==> config.mk <==
export PLATFORM = sky130hd
export DESIGN_NAME = ej32_dstk_ctl
export DESIGN_NICKNAME = d
export VERILOG_FILES = /design/src/rtl/ej32_pkg.sv /design/src/rtl/ej32_dstk_ctl.sv
export SDC_FILE = /design/constraint.sdc
export NUM_CORES = 1
export LEC_CHECK = 0
export ABC_AREA = 1
export ABC_CLOCK_PERIOD_IN_PS = 5400
export CAP_MARGIN = 10
export CORE_MARGIN = 3
export CORE_UTILIZATION = 35
export DETAILED_ROUTE_END_ITERATION = 7
export DONT_BUFFER_PORTS = 1
export PLACE_DENSITY_LB_ADDON = 0.15
export SLEW_MARGIN = 40
export SYNTH_ARGS = -nofsm -noshare
export SYNTH_HDL_FRONTEND = slang
export SYNTH_SLANG_ARGS = --single-unit
==> constraint.sdc <==
create_clock -name clk -period 5.4 [get_ports clk]
set_input_delay 0.54 -clock clk [delete_from_list [all_inputs] [get_ports clk]]
set_output_delay 0.54 -clock clk [all_outputs]
set_load 0.01 [all_outputs]
==> src/rtl/ej32_pkg.sv <==
// ej32_pkg: shared eJ32 core types.
//   DU         - data unit carried on the data stack
//   stack_op   - decoder -> data-stack command encoding
//   ds_state_t - data-stack controller sequencing states
package ej32_pkg;

    localparam int DU_W = 32;

    typedef logic [DU_W-1:0] DU;

    typedef enum logic [1:0] {
        NOP  = 2'd0,
        PUSH = 2'd1,
        PICK = 2'd2,
        POP  = 2'd3
    } stack_op;

    typedef enum logic [1:0] {
        DS_IDLE    = 2'd0,
        DS_POP_RD  = 2'd1,
        DS_PICK_RD = 2'd2
    } ds_state_t;

endpackage

==> src/rtl/ej32_dstk_ctl.sv <==
// ej32_dstk_ctl: eJ32 data-stack controller.
// Keeps TOS in a register and spills everything below it into an external
// single-port RAM with one-cycle synchronous read. Owns depth, the derived
// stack pointer and the sticky overflow/underflow flags.
// Ports:
//   clk, rst_n                       clock, async active-low reset
//   op_valid/op_ready, op            command handshake and opcode
//   din, pick_idx                    PUSH data, PICK depth (0 = TOS)
//   tos, depth                       top of stack, element count incl. TOS
//   ovf, udf, flag_clr               sticky error flags and their clear
//   ram_addr/we/wdata, ram_rdata     stack RAM interface
module ej32_dstk_ctl
    import ej32_pkg::*;
#(
    parameter int DEPTH = 64,
    parameter int DSZ   = 32,
    parameter int ASZ   = $clog2(DEPTH)
) (
    input  logic           clk,
    input  logic           rst_n,
    input  logic           op_valid,
    output logic           op_ready,
    input  stack_op        op,
    input  logic [DSZ-1:0] din,
    input  logic [ASZ-1:0] pick_idx,
    output logic [DSZ-1:0] tos,
    output logic [ASZ:0]   depth,
    output logic           ovf,
    output logic           udf,
    input  logic           flag_clr,
    output logic [ASZ-1:0] ram_addr,
    output logic           ram_we,
    output logic [DSZ-1:0] ram_wdata,
    input  logic [DSZ-1:0] ram_rdata
);

    localparam logic [ASZ:0] FULL = (ASZ+1)'(DEPTH + 1);
    localparam logic [ASZ:0] ONE  = (ASZ+1)'(1);

    ds_state_t      state_q, state_d;
    logic [ASZ:0]   depth_q, depth_d;
    logic [DSZ-1:0] tos_q, tos_d;
    logic           ovf_q, ovf_d, udf_q, udf_d;
    logic           ovf_set, udf_set;

    logic           acc;
    logic [ASZ:0]   depth_m1;
    logic [ASZ-1:0] sp;
    logic [ASZ:0]   idx_ext;

    assign op_ready = (state_q == DS_IDLE);
    // Reset gates the accept so no RAM write can leak out while rst_n is low.
    assign acc      = op_valid & op_ready & rst_n;

    // The stack pointer is fully determined by depth, so it is derived
    // rather than stored; it can never drift out of sync with depth.
    assign depth_m1 = depth_q - ONE;
    assign sp       = (depth_q == '0) ? '0 : depth_m1[ASZ-1:0];
    assign idx_ext  = {1'b0, pick_idx};

    always_comb begin
        state_d   = state_q;
        depth_d   = depth_q;
        tos_d     = tos_q;
        ovf_set   = 1'b0;
        udf_set   = 1'b0;
        ram_we    = 1'b0;
        ram_addr  = '0;
        ram_wdata = tos_q;

        unique case (state_q)
            DS_IDLE: begin
                if (acc) begin
                    unique case (op)
                        NOP: ;
                        PUSH: begin
                            if (depth_q == FULL) begin
                                ovf_set = 1'b1;
                            end else if (depth_q == '0) begin
                                tos_d   = din;
                                depth_d = ONE;
                            end else begin
                                ram_we   = 1'b1;
                                ram_addr = sp;
                                tos_d    = din;
                                depth_d  = depth_q + ONE;
                            end
                        end
                        POP: begin
                            if (depth_q == '0) begin
                                udf_set = 1'b1;
                            end else if (depth_q == ONE) begin
                                tos_d   = '0;
                                depth_d = '0;
                            end else begin
                                ram_addr = sp - ASZ'(1);
                                depth_d  = depth_q - ONE;
                                state_d  = DS_POP_RD;
                            end
                        end
                        PICK: begin
                            // Underflow is checked first so an empty stack
                            // always reports udf, never ovf.
                            if (idx_ext >= depth_q) begin
                                udf_set = 1'b1;
                            end else if (depth_q == FULL) begin
                                ovf_set = 1'b1;
                            end else if (pick_idx == '0) begin
                                // DUP: spill TOS, TOS itself is unchanged.
                                ram_we   = 1'b1;
                                ram_addr = sp;
                                depth_d  = depth_q + ONE;
                            end else begin
                                ram_addr = sp - pick_idx;
                                state_d  = DS_PICK_RD;
                            end
                        end
                        default: ;
                    endcase
                end
            end
            DS_POP_RD: begin
                tos_d   = ram_rdata;
                state_d = DS_IDLE;
            end
            DS_PICK_RD: begin
                // Read of the picked element completed; spill old TOS in
                // the same cycle (single-port RAM is free again).
                ram_we   = 1'b1;
                ram_addr = sp;
                tos_d    = ram_rdata;
                depth_d  = depth_q + ONE;
                state_d  = DS_IDLE;
            end
            default: state_d = DS_IDLE;
        endcase

        // Set wins over a simultaneous clear.
        ovf_d = ovf_set | (ovf_q & ~flag_clr);
        udf_d = udf_set | (udf_q & ~flag_clr);
    end

    always_ff @(posedge clk or negedge rst_n) begin
        if (!rst_n) begin
            state_q <= DS_IDLE;
            depth_q <= '0;
            tos_q   <= '0;
            ovf_q   <= 1'b0;
            udf_q   <= 1'b0;
        end else begin
            state_q <= state_d;
            depth_q <= depth_d;
            tos_q   <= tos_d;
            ovf_q   <= ovf_d;
            udf_q   <= udf_d;
        end
    end

    assign tos   = tos_q;
    assign depth = depth_q;
    assign ovf   = ovf_q;
    assign udf   = udf_q;

endmodule

# Word level (Yosys, flattened, before mapping)
# Index checks and enable logic that the tools add are counted.
# totals
regBits	43
in_bits	76
# op_classes
add_sub_neg	4
magnitude_cmp	1
n_eq_ne	19
mux	53
n_bitwise	7
reduce_logical	9
# ops
op	n
32-bit two-way mux	4
32-bit case mux with 2 select lines	2
7-bit two-way mux	8
6-bit two-way mux	9
3-bit != test, second input constant	8
7-bit case mux with 3 select lines	1
6-bit case mux with 3 select lines	1
1-bit two-way mux	14
2-bit two-way mux	7
7-bit case mux with 2 select lines	1
6-bit case mux with 2 select lines	1
1-bit case mux with 2 select lines	4
8-bit AND reduction	1
7-bit by 1-bit adder with 7-bit output, second input constant	1
7-bit by 1-bit equality test with 1-bit output, second input constant	1
7-bit equality test, second input constant	1
6-bit by 7-bit greater-or-equal comparator with 1-bit output	1
7-bit logical NOT	1
7-bit AND reduction	1
7-bit by 1-bit subtractor with 7-bit output, second input constant	1
2-bit equality test, second input constant	3
6-bit logical NOT	1
3-bit by 1-bit != test with 1-bit output, second input constant	2
6-bit AND reduction	1
12 further kinds	18

# Logic depth before layout (Yosys ltp)
# Gate-level depths: netlist of the first run.
# depth
ltp_word	9
mapped_depth	20

# Least setup slack after synthesis of the first run
# OpenSTA, ideal clock, no wires.
# synth_path
kind	register to output
from	register depth_q[0] (netlist: depth[0])
to	output ram_addr[4]
arrival_ns	2.616
required_ns	4.860
slack_ns	2.244
path_stages_with_launch	20
cell_sequence	dfrtp_1 > inv_1 > ha_1 > inv_1 > nor2_1 > nand2_1 > buf_2 > nand2_1 > ha_1 > fa_1 > inv_1 > nand2_1 > a21oi_1 > nor2_1 > nand2_1 > nand3_1 > nand3_1 > o211ai_1 > nand2_1 > nand2_1
# synth_between
elab_chain_len	9
elab_cells_between_ends	18
classes_between	3 x add/sub; 1 x order compare; 2 x eq/ne; 11 x mux; 1 x reduce/logical
# synth_rtl
element	line_no	text
from (decl)	ej32_dstk_ctl.sv:41	logic [ASZ:0] depth_q, depth_d;
from (signal assigned)	ej32_dstk_ctl.sv:152	depth_q <= depth_d;
7-bit by 1-bit subtractor with 7-bit output or 7-bit logical NOT (tied branches)	-	
6-bit two-way mux	ej32_dstk_ctl.sv:58	assign sp = (depth_q == '0) ? '0 : depth_m1[ASZ-1:0];
6-bit subtractor	ej32_dstk_ctl.sv:114	ram_addr = sp - pick_idx;
6-bit two-way mux	ej32_dstk_ctl.sv:108	end else if (pick_idx == '0) begin
6-bit two-way mux	ej32_dstk_ctl.sv:106	end else if (depth_q == FULL) begin
6-bit two-way mux	ej32_dstk_ctl.sv:104	if (idx_ext >= depth_q) begin
6-bit case mux with 3 select lines	ej32_dstk_ctl.sv:74	unique case (op)
6-bit two-way mux	ej32_dstk_ctl.sv:73	if (acc) begin
6-bit case mux with 2 select lines *	ej32_dstk_ctl.sv:71	unique case (state_q)
to (decl)	ej32_dstk_ctl.sv:31	output logic [ASZ-1:0] ram_addr,
# Mark *: on every way between the ends. The rest lies on a longest branch, timed or not.

# Worst setup path in the final report of the first run
# Same ends and word-level chain as after synthesis.

==> impl_metrics.tcl, run 1 <==
set metrics [dict create \
    clk_latency_ns 0.29 \
    area_growth_pct -1.21 \
    start_kind "register" \
    fin_area_um2 3890 \
    fin_crit_ns 3.95 \
    final_cells 678 \
    ys_async_sr_fraction 1.00 \
    antenna_found_initial 0 \
    ys_top_cells_by_area "dfrtp_1 (27%), nand2_1 (18%), nand3_1 (8.3%), inv_1 (8.0%), ha_1 (7.3%)" \
    p_per_area_nw_per_um2 690 \
    status "complete, no violations" \
    antenna_left 0 \
    cp-end-kind "output pin" \
    hp-class "in -> async" \
    regArea_um2 1080 \
    setup_viol 0 \
    reg2reg_slack_ns 2.59 \
    nNetsFinal 637 \
    worst_pin_slew_ns 0.793 \
    grt_pass1_wl_mm 16.7 \
    fmax_ghz 0.253 \
    ys_seq_area_frac 0.274 \
    routed_wl_mm 10.4 \
    n_antenna_cell 0 \
    ys_ff_latch 43 \
    synth_cells 581 \
    crit_type "reg -> out" \
    max_cap_viol_count 0 \
    dpl.hpwl_mm 7.82 \
    synth_warnings 0 \
    grt_max_degree 65 \
    die_height_um 112 \
    synth_enable_flop_cells 0 \
    overflow 0 \
    fin_tns_setup_ns 0 \
    syn_avg_cell_area_um2 6.77 \
    synthMostInstantiatedCell "nand2_1" \
    tritoncts "done" \
    drive_gt1_frac 0.0911 \
    multi_input_area_um2 2150 \
    fin_util 0.357 \
    synth_cell_types 39 \
    synth_top_flop_cell "dfrtp_1" \
    cp.arrival_ns 3.41 \
    dp.cells 669 \
    holdWs_ns 0.0789 \
    final.setup.worst_slack_ns 1.45 \
    drt-initial-drc-count 213 \
    place_area_um2 3740 \
    total_power_mw 2.68 \
    pre_cts_slack_ns 1.76 \
    root_buffer "clkbuf_8" \
    clk_pin_slew_ns 0.09 \
    p_leak_nw 2.03 \
    rsz0062_at_grt "no" \
    cts_buffer_depth 2 \
    fp.dieArea_um2 12500 \
    drc 0 \
    syn-cell-area_um2 3930 \
    required_ns 4.86 \
    fin_skew_ns 0.0121 \
    slew_headroom 0.467 \
    grt_pass1_vias 3292 \
    core_um2 10900 \
    die_w_um 112 \
    syn_nets 681 \
    final.period_utilization 0.731 \
    port_buffers 0 \
    cts_buffers 5 \
    vias 3466 \
    rows 38 \
    cp_max_fo 12 \
    place_congestion 0.875 \
    synth_top_area_share 0.274 \
    synthTopCellsByCount "nand2_1 (184), inv_1 (84), nand3_1 (65), dfrtp_1 (43), buf_4 (33)" \
    clock_sinks 43 \
    hold_violations 0 \
    initial_core_util 0.361 \
    cts_max_level 2 \
    io-pin-count 157 \
    nFillCells 1151 \
    peakVddDrop_uv 230 \
    avgRoutedWirePerCell_um 15.3 \
    vias_per_cell 5.11 \
    first_pass_iters 7 \
    yosysTopAreaCell "dfrtp_1" \
    report.final.slew_viol_count 0 \
    grt_use_total 0.162 \
]
==> cells in the final DEF, fill, tap and decap left out, types with 2 or more instances in the layout <==
cell type  synthesis  layout
ha_1              23      22
nand3_1           65      65
nor2_4             2       2
nand3b_1           3       3
inv_1             84      83
nand2_1          184     184
o22ai_1            4       4
clkbuf_8           0       6
nor3_1             4       4
nand4_1            7       7
dfrtp_1           43      43
nor2_1            21      21
o21ai_2           29      29
xor2_1             3       3
a22oi_1            2       2
o21ai_1            6       6
a21oi_1            8       8
xnor2_1            2       2
o21ai_0           21      21
buf_4             33       2
==> what timing repair did <==
item | CTS | global route
endpoints found under the hold margin | 43 | 0
gates resized for setup | 0 | 0
buffers inserted | 0 | 0
hold buffers | 1 | 0
==> cell type report <==
class	instances	share of cell area
multi-input cells	399	0.554
clock inverters	2	0.00998
flip-flops and latches	43	0.277
repair buffers	3	0.0109
inverters	85	0.0821
clock buffers	6	0.0212
well taps	140	0.0451
==> power by group <==
part,switching [mW],internal (mW)
registers,0.303,0.466
logic,1.10,0.548
clock network,0.115,0.152
total,1.52,1.17
==> metal layers <==
layer,routed length (µm),GRT usage,vias up
li1,-,-,1732
met1,4630,0.214,1592
met2,4840,0.264,133
met3,751,0.0420,9
met4,131,0.0433,0
met5,0,0,-
==> flip-flops by register name, summed over array words and instances (netlist names) <==
signal     cells
udf            1
depth          7
ram_wdata     32
ovf            1
state_q        2
==> path summary, 6_finish.rpt <==
kind,startpoint,depth (start not counted),end
max in group asynchronous,rst_n,1,depth[0]
max reg2reg,depth[0],12,ram_wdata[25]
max,depth[0],17,ram_addr[4]
min reg2reg,state_q[0],2,state_q[0]
min in group clk,flag_clr,1,udf
min,rst_n,1,ram_wdata[17]
==> kinds of logic after synthesis <==
group           after synthesis  share of synthesized area
compound gates               79                      0.140
xor+xnor                      5                     0.0111
fa+ha+maj                    24                     0.0782
buf+inv                     139                      0.180
flops                        43                      0.274
simple gates                291                      0.317
==> critical path, stage by stage (launching register included) <==
cell	delay [ns]
dfrtp_1	0.61
inv_1	0.25
ha_1	0.25
inv_1	0.05
nor2_1	0.04
nand2_1	0.25
nand2_1	0.21
ha_1	0.26
fa_1	0.36
inv_1	0.07
nand2_1	0.06
a21oi_1	0.17
o21bai_1	0.09
nand3_1	0.08
nand3_1	0.08
o211ai_1	0.10
nand2_1	0.07
nand2_1	0.12
Power figures use the tool's default switching activity.
==> run 2: changes to the inputs <==
--- a/config.mk
+++ b/config.mk
@@ -6,7 +6,7 @@
 export NUM_CORES = 1
 export LEC_CHECK = 0
 export ABC_AREA = 1
-export ABC_CLOCK_PERIOD_IN_PS = 5400
+export ABC_CLOCK_PERIOD_IN_PS = 4100
 export CAP_MARGIN = 10
 export CORE_MARGIN = 3
 export CORE_UTILIZATION = 35
==> constraint.sdc (replaced) <==
create_clock -name clk -period 4.1 [get_ports clk]
set_input_delay 0.41 -clock clk [delete_from_list [all_inputs] [get_ports clk]]
set_output_delay 0.41 -clock clk [all_outputs]
set_load 0.01 [all_outputs]
==> impl_metrics.tcl, run 2 (synthesis results as in run 1) <==
set metrics [dict create \
    grt_use_total 0.161 \
    cp.arrival_ns 3.15 \
    drc 0 \
    setup_viol 0 \
    antenna_found_initial 0 \
    clk_pin_slew_ns 0.09 \
    cp_max_fo 12 \
    worst_pin_slew_ns 0.799 \
    report.final.slew_viol_count 0 \
    io-pin-count 157 \
    final.period_utilization 0.869 \
    min_from "flag_clr" \
    status "complete, no violations" \
    n_antenna_cell 0 \
    peakVddDrop_uv 358 \
    dpl.hpwl_mm 7.93 \
    p_leak_nw 2.05 \
    cp_slowest_cell "dfrtp_1" \
    largest_register_ffs 32 \
    crit_family "simple AND/OR/NAND/NOR gates" \
    clock_sinks 43 \
    hp-class "in -> reg" \
    place_area_um2 3750 \
    area_growth_pct -0.859 \
    required_ns 3.69 \
    nNetsFinal 640 \
    fin_skew_ns 0.0124 \
    vias 3451 \
    cp-end-kind "output pin" \
    rr_worst_depth 12 \
    overflow 0 \
    start_kind "register" \
    initial_core_util 0.361 \
    hold_depth 1 \
    max_cap_viol_count 0 \
    clk_latency_ns 0.30 \
    hold_violations 0 \
    vias_per_cell 5.07 \
    tritoncts "done" \
    r2r_end "ram_wdata[26]" \
    rsz0062_at_grt "no" \
    cts_buffers 5 \
    crit_type "reg -> out" \
    reg2reg_slack_ns 1.48 \
    antenna_left 0 \
    crit_path_frequent_cell "nand2_1" \
    place_congestion 0.879 \
    final_common_cell "nand2_1" \
    fmax_ghz 0.281 \
    first_pass_iters 5 \
    port_buffers 0 \
    avgRoutedWirePerCell_um 15.2 \
    drt-initial-drc-count 195 \
    fin_area_um2 3900 \
    final_cell_mix "nand2_1 (184), inv_1 (83), nand3_1 (65)" \
    drive_gt1_frac 0.0924 \
    routed_wl_mm 10.4 \
    hold_path_end "udf" \
    rows 38 \
    fin_tns_setup_ns 0 \
    cp_slowest_stage_delay_ns 0.49 \
    crit_buf_inv 3 \
    slew_headroom 0.463 \
    crit_chain "inv_1 -> ha_1 -> inv_1 -> nor2_1 -> nand2_1 -> nand2_1 -> ha_1 -> fa_1 -> inv_1 -> nand2_1 -> a21oi_1 -> nor2_1 -> nand2_1 -> nand3_1 -> nand3_1 -> o211ai_1 -> nand2_1 -> nand2_1" \
    die_w_um 112 \
    p_per_area_nw_per_um2 901 \
    grt_max_degree 65 \
    die_height_um 112 \
    cts_max_level 2 \
    core_um2 10900 \
    reg2reg_from "depth[1]" \
    cts.repair.resized 0 \
    root_buffer "clkbuf_8" \
    fin_crit_ns 3.56 \
    grt_pass1_vias 3257 \
    cts_buffer_depth 2 \
    fp.dieArea_um2 12500 \
    grt_pass1_wl_mm 16.7 \
]
## run 2: final cells by class
| cell class | count | area [µm²] |
|---|---|---|
| inverter | 85 | 319 |
| tap | 140 | 175 |
| sequential | 43 | 1080 |
| clock inverter | 3 | 43.8 |
| clock buffer | 5 | 68.8 |
| multi-input combinational | 399 | 2150 |
| timing repair buffer | 6 | 67.6 |
| fill | 1198 | 6990 |
## run 2: stage by stage
stage | hold slack (ns) | power, mW | instances | worst slack, ns | util
2_1_floorplan | 0.114 | 2.98 | 581 | 1.07 | -
3_3_place_gp | 0.116 | 3.15 | 671 | 0.956 | 0.344
3_5_place_dp | 0.116 | 3.19 | 671 | 0.921 | 0.344
4_1_cts | 0.189 | 3.56 | 681 | 0.558 | 0.358
5_1_grt | 0.200 | 3.93 | 681 | 0.264 | 0.358
6_report | 0.205 | 3.51 | 681 | 0.537 | 0.358
## run 2: what timing repair did
action / CTS / global route
endpoints found under the hold margin: 43 / 0
buffers inserted: 0 / 0
hold buffers: 2 / 0
## run 2: report_power, final
part	switching (mW)	total (mW)	internal, mW
registers	0.378	0.993	0.614
clock network	0.157	0.339	0.182
logic	1.46	2.18	0.727
total	1.99	3.51	1.52
## run 2: how the worst max path moves through the flow
stage	start	endpoint	slack, ns	depth (start not counted)
floorplan	depth[0]	ram_addr[4]	1.07	19
global placement	depth[1]	ram_addr[4]	0.96	18
detailed placement	depth[1]	ram_addr[4]	0.92	18
CTS	depth[1]	ram_addr[4]	0.56	18
global route	depth[1]	ram_addr[5]	0.26	19
finish	depth[1]	ram_addr[4]	0.54	18
## run 2: worst reg2reg max path, cell delays in order, from the launching register on
cell	delay (ns)
dfrtp_1	0.49
inv_1	0.16
ha_1	0.20
inv_1	0.05
nor2_1	0.04
nand2_1	0.27
o21ai_1	0.15
nor2_1	0.13
nor2_1	0.07
nor3_4	0.10
buf_4	0.60
nand2_1	0.20
o21ai_2	0.09
## run 2: routing by layer
| layer | global-route usage | routed length (µm) |
|---|---|---|
| met1 | 0.216 | 4700 |
| met2 | 0.260 | 4860 |
| met3 | 0.0447 | 728 |
| met4 | 0.0385 | 87 |
| met5 | 0 | 0 |
==> run 3: changes to the inputs <==
--- a/config.mk
+++ b/config.mk
@@ -13,6 +13,7 @@
 export DETAILED_ROUTE_END_ITERATION = 7
 export DONT_BUFFER_PORTS = 1
 export PLACE_DENSITY_LB_ADDON = 0.15
+export RECOVER_POWER = 25
 export SLEW_MARGIN = 40
 export SYNTH_ARGS = -nofsm -noshare
 export SYNTH_HDL_FRONTEND = slang
==> impl_metrics.tcl, run 3 (synthesis results as in run 1) <==
set metrics [dict create \
    fin_skew_ns 0.0124 \
    reg2reg_slack_ns 1.47 \
    crit_chain "inv_1 -> ha_1 -> inv_1 -> nor2_1 -> nand2_1 -> nand2_1 -> ha_1 -> fa_1 -> inv_1 -> nand2_1 -> a21oi_1 -> nor2_1 -> nand2_1 -> nand3_1 -> nand3_1 -> o211ai_1 -> nand2_1 -> nand2_1" \
    hp-class "in -> reg" \
    start_kind "register" \
    status "finished, violations left" \
    vias_per_cell 5.08 \
    cts_setup_buffers 0 \
    grt_max_degree 65 \
    port_buffers 0 \
    first_pass_iters 4 \
    required_ns 3.69 \
    overflow 0 \
    n_antenna_cell 0 \
    cp_max_fo 12 \
    worst_pin_slew_ns 2.42 \
    die_w_um 112 \
    cts.repair.resized 0 \
    core_um2 10900 \
    place_congestion 0.879 \
    max_cap_viol_count 1 \
    drive_gt1_frac 0.0906 \
    die_height_um 112 \
    p_per_area_nw_per_um2 906 \
    fmax_ghz 0.281 \
    grt_use_total 0.161 \
    crit_path_frequent_cell "nand2_1" \
    grt_pass1_wl_mm 16.7 \
    min_from "flag_clr" \
    clock_sinks 43 \
    fp.dieArea_um2 12500 \
    drt-initial-drc-count 213 \
    clk_pin_slew_ns 0.09 \
    cp-end-kind "output pin" \
    antenna_left 0 \
    area_growth_pct -1.46 \
    hold_path_end "udf" \
    rr_worst_depth 12 \
    cts_max_level 2 \
    tritoncts "done" \
    peakVddDrop_uv 360 \
    nNetsFinal 640 \
    violations "capacitance limit, slew limit" \
    reg2reg_from "depth[1]" \
    rsz0062_at_grt "no" \
    fin_crit_ns 3.56 \
    hold_depth 1 \
    io-pin-count 157 \
    grt_pass1_vias 3257 \
    root_buffer "clkbuf_8" \
    cp_slowest_stage_delay_ns 0.49 \
    avgRoutedWirePerCell_um 15.3 \
    dpl.hpwl_mm 7.93 \
    drc 0 \
    initial_core_util 0.361 \
    antenna_found_initial 0 \
    vias 3460 \
    routed_wl_mm 10.4 \
    nFillCells 1199 \
    largest_register_ffs 32 \
    cp_slowest_cell "dfrtp_1" \
    fin_tns_setup_ns 0 \
    dp.cells 671 \
    cp.arrival_ns 3.15 \
    hold_violations 0 \
    crit_type "reg -> out" \
    setup_viol 0 \
    rows 38 \
    r2r_end "ram_wdata[19]" \
    clk_latency_ns 0.30 \
    final.period_utilization 0.869 \
    report.final.slew_viol_count 44 \
    final_cell_mix "nand2_1 (184), inv_1 (83), nand3_1 (65)" \
    final_cells 681 \
    cts_buffers 5 \
    p_leak_nw 2.03 \
    cts_buffer_depth 2 \
    final_common_cell "nand2_1" \
    slew_headroom -0.615 \
]
-- run 3: routing by layer --
metal	vias to the layer above	GRT usage	part of all wire
met1	1615	0.216	0.46
met4	0	0.0385	0.0084
li1	1730	-	-
met3	8	0.0447	0.069
met2	107	0.260	0.47
met5	-	0	0
-- run 3: area by class of cell --
class	instances	area [µm²]	area share
sequential	43	1080	0.278
clock inverter	3	43.8	0.0113
timing repair buffer	6	43.8	0.0113
clock buffer	5	68.8	0.0178
inverter	85	319	0.0823
multi-input combinational	399	2150	0.555
tap	140	175	0.0452
-- run 3: what timing repair did --
item                                    CTS  global route
hold buffers                              2             0
endpoints found under the setup margin    0             0
endpoints found under the hold margin    43             0
-- run 3: worst max-delay path: cells and delay by family, from the launching register on --
kind | cells | cell delay, ns
AO/OA/AOI/OAI | 2 | 0.25
adder cells (fa/ha/maj) | 3 | 0.82
buffers and inverters | 3 | 0.28
flip-flops | 1 | 0.49
AND/OR/NAND/NOR | 10 | 1.00
-- run 3: power by group --
group          total [mW]  switching (mW)  internal [mW]
clock network       0.339           0.157          0.182
logic                2.18            1.46          0.724
registers           0.992           0.378          0.614
-- run 3: worst max path at each step --
stage / from / end / slack (ns) / cells after the start
global placement: depth[1] / ram_addr[4] / 0.96 / 18
detailed placement: depth[1] / ram_addr[4] / 0.92 / 18
finish: depth[1] / ram_addr[4] / 0.54 / 18
floorplan: depth[0] / ram_addr[4] / 1.07 / 19
CTS: depth[1] / ram_addr[4] / 0.56 / 18
global route: depth[1] / ram_addr[5] / 0.26 / 19
-- run 3: per-stage QoR --
step	total power, mW	util	area, µm²	hold WS (ns)	worst slack [ns]
2_1_floorplan	2.98	-	3930	0.114	1.07
3_3_place_gp	3.15	0.344	3750	0.116	0.956
3_5_place_dp	3.19	0.344	3750	0.116	0.921
4_1_cts	3.56	0.358	3900	0.189	0.558
5_1_grt	3.92	0.356	3880	0.200	0.264
6_report	3.51	0.356	3880	0.205	0.537
